<file path="config.mk">
export PLATFORM = sky130hd
export DESIGN_NAME = muldiv_seq
export DESIGN_NICKNAME = d
export VERILOG_FILES = /design/src/rtl/muldiv_seq.sv
export SDC_FILE = /design/constraint.sdc
export NUM_CORES = 1
export LEC_CHECK = 0
export ABC_AREA = 1
export CORE_MARGIN = 10
export CORE_UTILIZATION = 35
export CTS_CLUSTER_SIZE = 14
export DETAILED_ROUTE_END_ITERATION = 7
export HOLD_SLACK_MARGIN = 0.03
export PLACE_DENSITY = 0.55
export REMOVE_ABC_BUFFERS = 1
export SKIP_LAST_GASP = 1
export SLEW_MARGIN = 30
export SYNTH_ARGS = -nofsm -noshare
export SYNTH_HDL_FRONTEND = slang
export SYNTH_SLANG_ARGS = --single-unit
</file>
<file path="constraint.sdc">
create_clock -name CLK -period 3.15 [get_ports CLK]
set_clock_uncertainty 0.15 [all_clocks]
set_input_delay 0.63 -clock CLK [delete_from_list [all_inputs] [get_ports CLK]]
set_output_delay 0.63 -clock CLK [all_outputs]
set_load 0.01 [all_outputs]
</file>
<file path="src/rtl/muldiv_seq.sv">
// Multi-cycle RV32M multiply/divide sequencer driving a shared add/sub ALU.
// Optional MULDIV_EARLY_OUT_EN: skip iterations for zero multiplies and |rs1| < |rs2| divides.
package muldiv_pkg;
    typedef enum logic [1:0] {ALU_ADD = 2'd0, ALU_SUB = 2'd1} aluop_t;
endpackage

module muldiv_seq
    import muldiv_pkg::*;
#(
    parameter int XLEN = 32
) (
    input  logic            CLK,
    input  logic            nRST,
    input  logic            start,
    input  logic [2:0]      op,
    input  logic [XLEN-1:0] rs1,
    input  logic [XLEN-1:0] rs2,
    output logic            busy,
    output logic            done,
    output logic [XLEN-1:0] result,
    output aluop_t          alu_op,
    output logic [XLEN-1:0] alu_in1,
    output logic [XLEN-1:0] alu_in2,
    input  logic [XLEN-1:0] alu_out,
    input  logic            alu_carry,
    output logic [1:0]      dbg_state
);
    // Handshake: start is sampled only in IDLE; result is valid in the single
    // cycle done is high and is then held until the next accepted start.
    typedef enum logic [1:0] {IDLE, ITER, FIXUP, DONE} state_t;

    localparam int CW = $clog2(XLEN);
    localparam logic [XLEN-1:0]   ONE   = {{(XLEN-1){1'b0}}, 1'b1};
    localparam logic [2*XLEN-1:0] ONE2X = {{(2*XLEN-1){1'b0}}, 1'b1};

    state_t          state;
    logic [CW-1:0]   cnt;
    logic [2:0]      op_r;
    logic            neg_p, neg_r;
    // Multiply: {hi,lo} is the product/multiplier pair. Divide: hi = remainder, lo = quotient.
    logic [XLEN-1:0] hi, lo, opb;

    logic            is_div, sgn_a, sgn_b, a_neg, b_neg;
    logic [XLEN-1:0] mag_a, mag_b;
    logic            is_div_r, div_sub;
    logic [XLEN-1:0] div_t, fix_result;
    logic [2*XLEN-1:0] prod_s;

    assign is_div = op[2];
    assign sgn_a  = (op == 3'd1) || (op == 3'd2) || (op == 3'd4) || (op == 3'd6);
    assign sgn_b  = (op == 3'd1) || (op == 3'd4) || (op == 3'd6);
    assign a_neg  = sgn_a && rs1[XLEN-1];
    assign b_neg  = sgn_b && rs2[XLEN-1];
    assign mag_a  = a_neg ? (~rs1 + ONE) : rs1;
    assign mag_b  = b_neg ? (~rs2 + ONE) : rs2;

    assign is_div_r = op_r[2];
    assign div_t    = {hi[XLEN-2:0], lo[XLEN-1]};
    // The bit shifted out of hi is the remainder's hidden MSB; when set, t >= divisor always.
    assign div_sub  = hi[XLEN-1] | alu_carry;

    assign dbg_state = state;

    always_comb begin
        alu_op  = ALU_ADD;
        alu_in1 = '0;
        alu_in2 = '0;
        if (state == ITER) begin
            alu_op  = is_div_r ? ALU_SUB : ALU_ADD;
            alu_in1 = is_div_r ? div_t : hi;
            alu_in2 = opb;
        end
    end

    always_comb begin
        prod_s     = neg_p ? (~{hi, lo} + ONE2X) : {hi, lo};
        fix_result = '0;
        unique case (op_r)
            3'd0:                fix_result = prod_s[XLEN-1:0];
            3'd1, 3'd2, 3'd3:    fix_result = prod_s[2*XLEN-1:XLEN];
            3'd4, 3'd5:          fix_result = neg_p ? (~lo + ONE) : lo;
            default:             fix_result = neg_r ? (~hi + ONE) : hi;
        endcase
    end

    always_ff @(posedge CLK or negedge nRST) begin
        if (!nRST) begin
            state  <= IDLE;
            cnt    <= '0;
            op_r   <= '0;
            neg_p  <= 1'b0;
            neg_r  <= 1'b0;
            hi     <= '0;
            lo     <= '0;
            opb    <= '0;
            busy   <= 1'b0;
            done   <= 1'b0;
            result <= '0;
        end else begin
            unique case (state)
                IDLE: begin
                    done <= 1'b0;
                    if (start) begin
                        op_r  <= op;
                        neg_p <= a_neg ^ b_neg;
                        neg_r <= a_neg;
                        cnt   <= '0;
                        hi    <= '0;
                        lo    <= is_div ? mag_a : mag_b;
                        opb   <= is_div ? mag_b : mag_a;
                        if (is_div && rs2 == '0) begin
                            // Divide by zero: no iteration and no sign fixup.
                            result <= op[1] ? rs1 : '1;
                            done   <= 1'b1;
                            state  <= DONE;
                        end
`ifdef MULDIV_EARLY_OUT_EN
                        else if (!is_div && (mag_a == '0 || mag_b == '0)) begin
                            lo    <= '0;
                            busy  <= 1'b1;
                            state <= FIXUP;
                        end else if (is_div && mag_a < mag_b) begin
                            hi    <= mag_a;
                            lo    <= '0;
                            busy  <= 1'b1;
                            state <= FIXUP;
                        end
`endif
                        else begin
                            busy  <= 1'b1;
                            state <= ITER;
                        end
                    end
                end
                ITER: begin
                    if (is_div_r) begin
                        hi <= div_sub ? alu_out : div_t;
                        lo <= {lo[XLEN-2:0], div_sub};
                    end else if (lo[0]) begin
                        hi <= {alu_carry, alu_out[XLEN-1:1]};
                        lo <= {alu_out[0], lo[XLEN-1:1]};
                    end else begin
                        hi <= {1'b0, hi[XLEN-1:1]};
                        lo <= {hi[0], lo[XLEN-1:1]};
                    end
                    cnt <= cnt + 1'b1;
                    if (cnt == CW'(XLEN - 1)) state <= FIXUP;
                end
                FIXUP: begin
                    result <= fix_result;
                    busy   <= 1'b0;
                    done   <= 1'b1;
                    state  <= DONE;
                end
                DONE: begin
                    done  <= 1'b0;
                    state <= IDLE;
                end
            endcase
        end
    end
endmodule

</file>
# ---- Word-level counts from Yosys, hierarchy flattened
# Cells that the tools add are included.
# W data, S select, Z words.
dict set report word_totals {
  memories 0
  register_bits 142
  rom_bits 0
  output_inout_bits 102
  ram_bits 0
  inputBits 103
  latchBits 0
}
dict set report op_classes {
  n_mul 0
  n_shift 0
  div_mod_pow 0
  n_addsub 6
  eq_ne 17
  magnitude_cmp 0
  bitwise_logic 7
  n_reduce_logical 21
  muxes 38
}
# operator count
set ops {}
lappend ops {{$mux W32} 19}
lappend ops {{$pmux W32 S2} 3}
lappend ops {{$add A32 B1 Y32 const B} 4}
lappend ops {{$not A32 Y32} 4}
lappend ops {{$pmux W32 S3} 1}
lappend ops {{$add A64 B1 Y64 const B} 1}
lappend ops {{$mux W64} 1}
lappend ops {{$not A64 Y64} 1}
lappend ops {{$logic_not A32 Y1} 1}
lappend ops {{$eq A3 B3 Y1 const B} 4}
lappend ops {{$pmux W5 S2} 1}
lappend ops {{$eq A3 B2 Y1 const B} 3}
lappend ops {{$pmux W2 S4} 1}
lappend ops {{$eq A3 B1 Y1 const B} 2}
lappend ops {{$mux W1} 6}
lappend ops {{$mux W2} 3}
lappend ops {{$ne A2 B2 Y1 const B} 3}
lappend ops {{$reduce_and A2 Y1} 3}
lappend ops {{$reduce_and A3 Y1} 2}
lappend ops {{$add A5 B1 Y5 const B} 1}
lappend ops {{$eq A5 B5 Y1 const B} 1}
lappend ops {{$logic_or A1 B1 Y1} 5}
lappend ops {{$mux W5} 1}
lappend ops {{$eq A2 B2 Y1 const B} 2}
lappend ops {{other kinds (13)} 16}

# ---- Longest topological paths before layout
dict set report logic_depth {
  depth_word 9
  depth_mapped 16
  mapped_depth_nobuf 15
}

# ---- Least setup slack after synthesis
# OpenSTA, ideal clock, no wires.
dict set report synth_timing {
  path_kind {reg-to-output}
  from {register state[1] (netlist: dbg_state[1])}
  to {output port alu_in2[10]}
  path_stages_with_launch 8
  slack_ns 0.597
  arrival_time_ns 1.773
  cell_sequence {dfrtp_1 inv_1 ha_1 clkbuf_1 clkbuf_1 buf_1 nand2_1 inv_1}
}
dict set report synth_between {
  elab_chain_len 2
}
# item line
set synth_lines {}
lappend synth_lines {{start: declaration} 36} ;# state_t state;
lappend synth_lines {{start signal: assignment} 88} ;# state <= IDLE;
lappend synth_lines {{start signal: assignment} 115} ;# state <= DONE;
lappend synth_lines {{start signal: assignment} 131} ;# state <= ITER;
lappend synth_lines {{$eq A2 B1 Y1} 68} ;# if (state == ITER) begin
lappend synth_lines {{$mux W32} 68}
lappend synth_lines {{end: declaration} 23} ;# output logic [XLEN-1:0] alu_in2,
# Every way passes these cells.

# ---- Final worst setup path
dict set report layout_timing {
  from {register state[1] (netlist: dbg_state[1])}
  to {output port alu_in1[3]}
}
dict set report layout_between {
  elab_chain_len 2
}
# item line
set layout_lines {}
lappend layout_lines {{$eq A2 B1 Y1} 68}
lappend layout_lines {{$mux W32} 68}
lappend layout_lines {{end: declaration} 22} ;# output logic [XLEN-1:0] alu_in1,
# Every way passes these cells.

==> impl_metrics.env <==
export IMPL_run_status="finished, violations left"
export IMPL_failed_checks="negative setup slack"
export IMPL_synth_enable_flop_cells=0
export IMPL_worst_setup_path_start_kind="flop"
export IMPL_antenna_violations_before_repair=0
export IMPL_vias_per_cell=5.42
export IMPL_yosysWarningCount=0
export IMPL_final_max_slew_viol_count=0
export IMPL_num_antenna_cells=0
export IMPL_via_count=16734
export IMPL_place_hpwl_um=53300
export IMPL_cts_reportedPaths_clkPinSlew_ns=0.07
export IMPL_die_x_um=218
export IMPL_power_static_leakage_uw=0.00817
export IMPL_final_setup_viol_count=1
export IMPL_final_hold_worst_slack_ns=0.00754
export IMPL_drcViolationCount=0
export IMPL_die_y_um=218
export IMPL_largest_family_of_logic_cells_by_synthesized_area="simple AND/OR/NAND/NOR gates"
export IMPL_dpl_instance_area_sq_um=16800
export IMPL_synthCells=2369
export IMPL_worst_slew_pin_slew_ns=0.877
export IMPL_cts_inserted_buffers=17
export IMPL_clock_sink_count=142
export IMPL_clock_latency_ns=0.49
export IMPL_design_die_area_sq_um=47700
export IMPL_timing_hold_violations_final=0
export IMPL_path_max_fanout=37
export IMPL_netlist_area_leader_share_pct=25.8
export IMPL_cts_htree_levels=4
export IMPL_slew_headroom_pct=41.5
export IMPL_io_pins=205
export IMPL_layout_min_cycle_time_ns=3.15
export IMPL_final_critical_path_setup_slack_ns=-0.000158
export IMPL_drive_above_1_share_pct=6.43
export IMPL_total_of_flip_flops_plus_latches_after_synthesis=142
export IMPL_power_density_nw_per_um2=983
export IMPL_worstPathRequired_ns=2.37
export IMPL_critical_path_cell_by_cell="inv_2 -> ha_4 -> buf_12 -> nand2_1 -> a21oi_1 -> clkdlybuf4s50_1"
export IMPL_synth_cell_area_sq_um=13800
export IMPL_min_path_type="in -> async"
export IMPL_async_reset_ff_share_pct=100
export IMPL_worst_case_vdd_ir_drop_uv=478
export IMPL_fmax_ghz=0.317
export IMPL_ctsRootBufferMaster="clkbuf_16"
export IMPL_maxCapViolCount=0
export IMPL_detail_route_wirelength_um=67000
export IMPL_area_growth_syn_to_layout_pct=26.3
export IMPL_post_synth_and_or_nand_nor_area_fraction_pct=42.8
export IMPL_p_total_uw=17100
export IMPL_fraction_of_the_mapped_netlist_area_in_compound_gates_pct=18.2
export IMPL_post_route_cell_area_sq_um=17400
export IMPL_post_drt_wl_per_cell_um=21.7
export IMPL_routability_driven_placement_congestion_ratio=0.970
export IMPL_worst_path_max_delay_cell="clkdlybuf4s50_1"
export IMPL_maximum_number_of_pins_on_one_net_before_global_route_repair=79
export IMPL_fraction_of_the_yosys_area_taken_by_sequential_cells_pct=25.8
export IMPL_max_clock_path_buffers=2
export IMPL_wire_length_of_the_first_global_routing_pass_um=101000
export IMPL_timing_critical_path_to_type="output pin"
export IMPL_tot_gr_track_use_pct=27.8
export IMPL_post_synth_mux_area_share_pct=0.164
export IMPL_start_util_pct=35.5
export IMPL_post_synth_xor_area_fraction_pct=2.23
export IMPL_netlist_cell_type_count=53
export IMPL_core_ar_sq_um=38700
export IMPL_gr_total_overflow=0
export IMPL_vias_in_the_first_global_route=16210
export IMPL_drt_initial_drc_count=1657
export IMPL_num_rows=72
export IMPL_netlist_top_cells_area="dfrtp_1 26%, nand2_1 21%, nor2_1 9.4%, nand3_1 8.5%, inv_1 5.5%"
export IMPL_worst_setup_path_type="reg -> out"
export IMPL_cts_tree="yes"
export IMPL_critical_path_arrival_ns=2.37
export IMPL_period_share_pct=100
export IMPL_placement_io_buffers=203
export IMPL_detailedRoute_firstPassIterationCount=6
export IMPL_yosys_most_used_dff="dfrtp_1"
export IMPL_synth_area_per_cell_sq_um=5.81
export IMPL_synth_area_leader_cell="dfrtp_1"
export IMPL_fin_nets=2668
export IMPL_slowest_delay_ns=0.57
export IMPL_drtAntennaViolNets=0
export IMPL_synthAdderAreaFrac_pct=0.909
export IMPL_rsz_0062_raised_after_global_routing="true"
==> final cells by class <==
cell class	instances	area, sq um
clock inverter	15	170
clock buffer	17	425
inverter	217	820
timing repair buffer	284	2890
multi-input combinational	1893	8880
tap	518	648
fill	4275	21300
sequential	142	3560
==> where the power goes <==
| group | total (uW) | internal (uW) | switching [uW] | leakage [uW] |
|---|---|---|---|---|
| combinational | 11300 | 3990 | 7270 | 0.00615 |
| sequential | 3660 | 2690 | 962 | 0.00173 |
| clock | 2170 | 1130 | 1040 | 0.000287 |
==> per-stage QoR <==
step	utilization (%)	setup WS, ns	TNS [ns]	instances
2_1_floorplan	-	-2.81	-200.36	2252
3_3_place_gp	43.3	-0.0870	-0.121	3052
3_5_place_dp	43.3	-0.0607	-0.0943	3052
4_1_cts	44.9	0.0172	0	3086
5_1_grt	44.9	-0.0332	-0.0693	3086
6_report	44.9	-0.000158	-0.000158	3086
==> sequential cells by signal, summed over array words and instances, names as in the netlist <==
| signal | flops |
|---|---|
| result | 32 |
| neg_r | 1 |
| dbg_state | 2 |
| lo | 32 |
| neg_p | 1 |
| opb | 32 |
| hi | 32 |
| done | 1 |
| busy | 1 |
| cnt | 5 |
| op_r | 3 |
==> metal layers <==
layer	wire, um	vias up	GRT usage, %
met1	29700	7944	35.8
met2	32100	571	46.7
li1	-	8151	-
met3	3600	68	4.19
met4	1670	0	8.89
met5	0	-	0
==> path summary, 6_finish.rpt <==
kind                            cells past startpoint  slack (ns)          to    startpoint
worst min-delay path                                1       0.008       hi[0]          nRST
worst max-delay path                                6     -0.0002  alu_in1[3]  dbg_state[1]
min in group CLK                                    2        0.34  result[28]    result[28]
worst max register to register                     13        0.45   result[8]         hi[0]
worst min register to register                      2        0.34  result[28]    result[28]
max in group asynchronous                           2        2.01   result[0]          nRST
==> timing repair <==
| item | in CTS | in global routing |
|---|---|---|
| resized for setup | 1 | 4 |
| pin swaps | 0 | 0 |
| hold buffers | 0 | 0 |
| cloned | 0 | 0 |
| endpoints found under the setup margin | 63 | 10 |
| buffers inserted | 2 | 0 |
==> cell usage in the layout (no fill, tap or decap), drive strengths merged, types with 35 or more instances in the layout <==
master / synthesis / layout
a21oi: 152 / 152
nand3: 238 / 238
buf: 41 / 82
nor2: 356 / 356
o21ai: 118 / 118
clkdlybuf4s50: 0 / 198
dfrtp: 142 / 142
a22oi: 39 / 39
nand2: 772 / 772
nor3: 35 / 35
inv: 206 / 215
==> kinds of logic (layout without fill, tap and decap cells) <==
| family | count (synthesis) | count (layout) |
|---|---|---|
| compound gates | 412 | 412 |
| fa+ha+maj | 10 | 10 |
| other cells | 1 | 1 |
| buf+inv | 334 | 533 |
| flops | 142 | 142 |
| mux | 2 | 2 |
| xor+xnor | 35 | 35 |
| simple gates | 1433 | 1433 |
==> Yosys cell counts, types with 2 or more instances <==
cell / number
nor3_1: 34
a21oi_2: 4
nand3b_1: 6
nand2_2: 6
a211oi_1: 30
nand3_1: 235
a21oi_1: 148
o21ai_1: 12
nor2_1: 344
a22oi_1: 38
nand2_1: 765
o21ai_0: 100
clkinv_1: 9
nand3_2: 2
nand4_1: 16
buf_1: 14
ha_1: 10
xnor2_1: 3
nor2_2: 11
a221oi_1: 9
or2_1: 2
clkinv_2: 2
and2_1: 3
o211ai_1: 16
mux2_2: 2
o22ai_1: 2
o221ai_1: 5
inv_1: 200
o21bai_1: 2
dfrtp_1: 142
buf_6: 9
o21ai_2: 6
buf_2: 14
inv_2: 5
a31oi_1: 5
and3_1: 3
o32ai_1: 30
xor2_1: 32
buf_4: 4
clkbuf_1: 76
==> critical path: cells and delay by family, from the launching register on <==
family	cells	cell delay, ns
buf+inv	3	0.94
flops	1	0.43
fa+ha+maj	1	0.22
compound gates	1	0.17
simple gates	1	0.08
No activity file was read; power rests on OpenSTA's default activity.
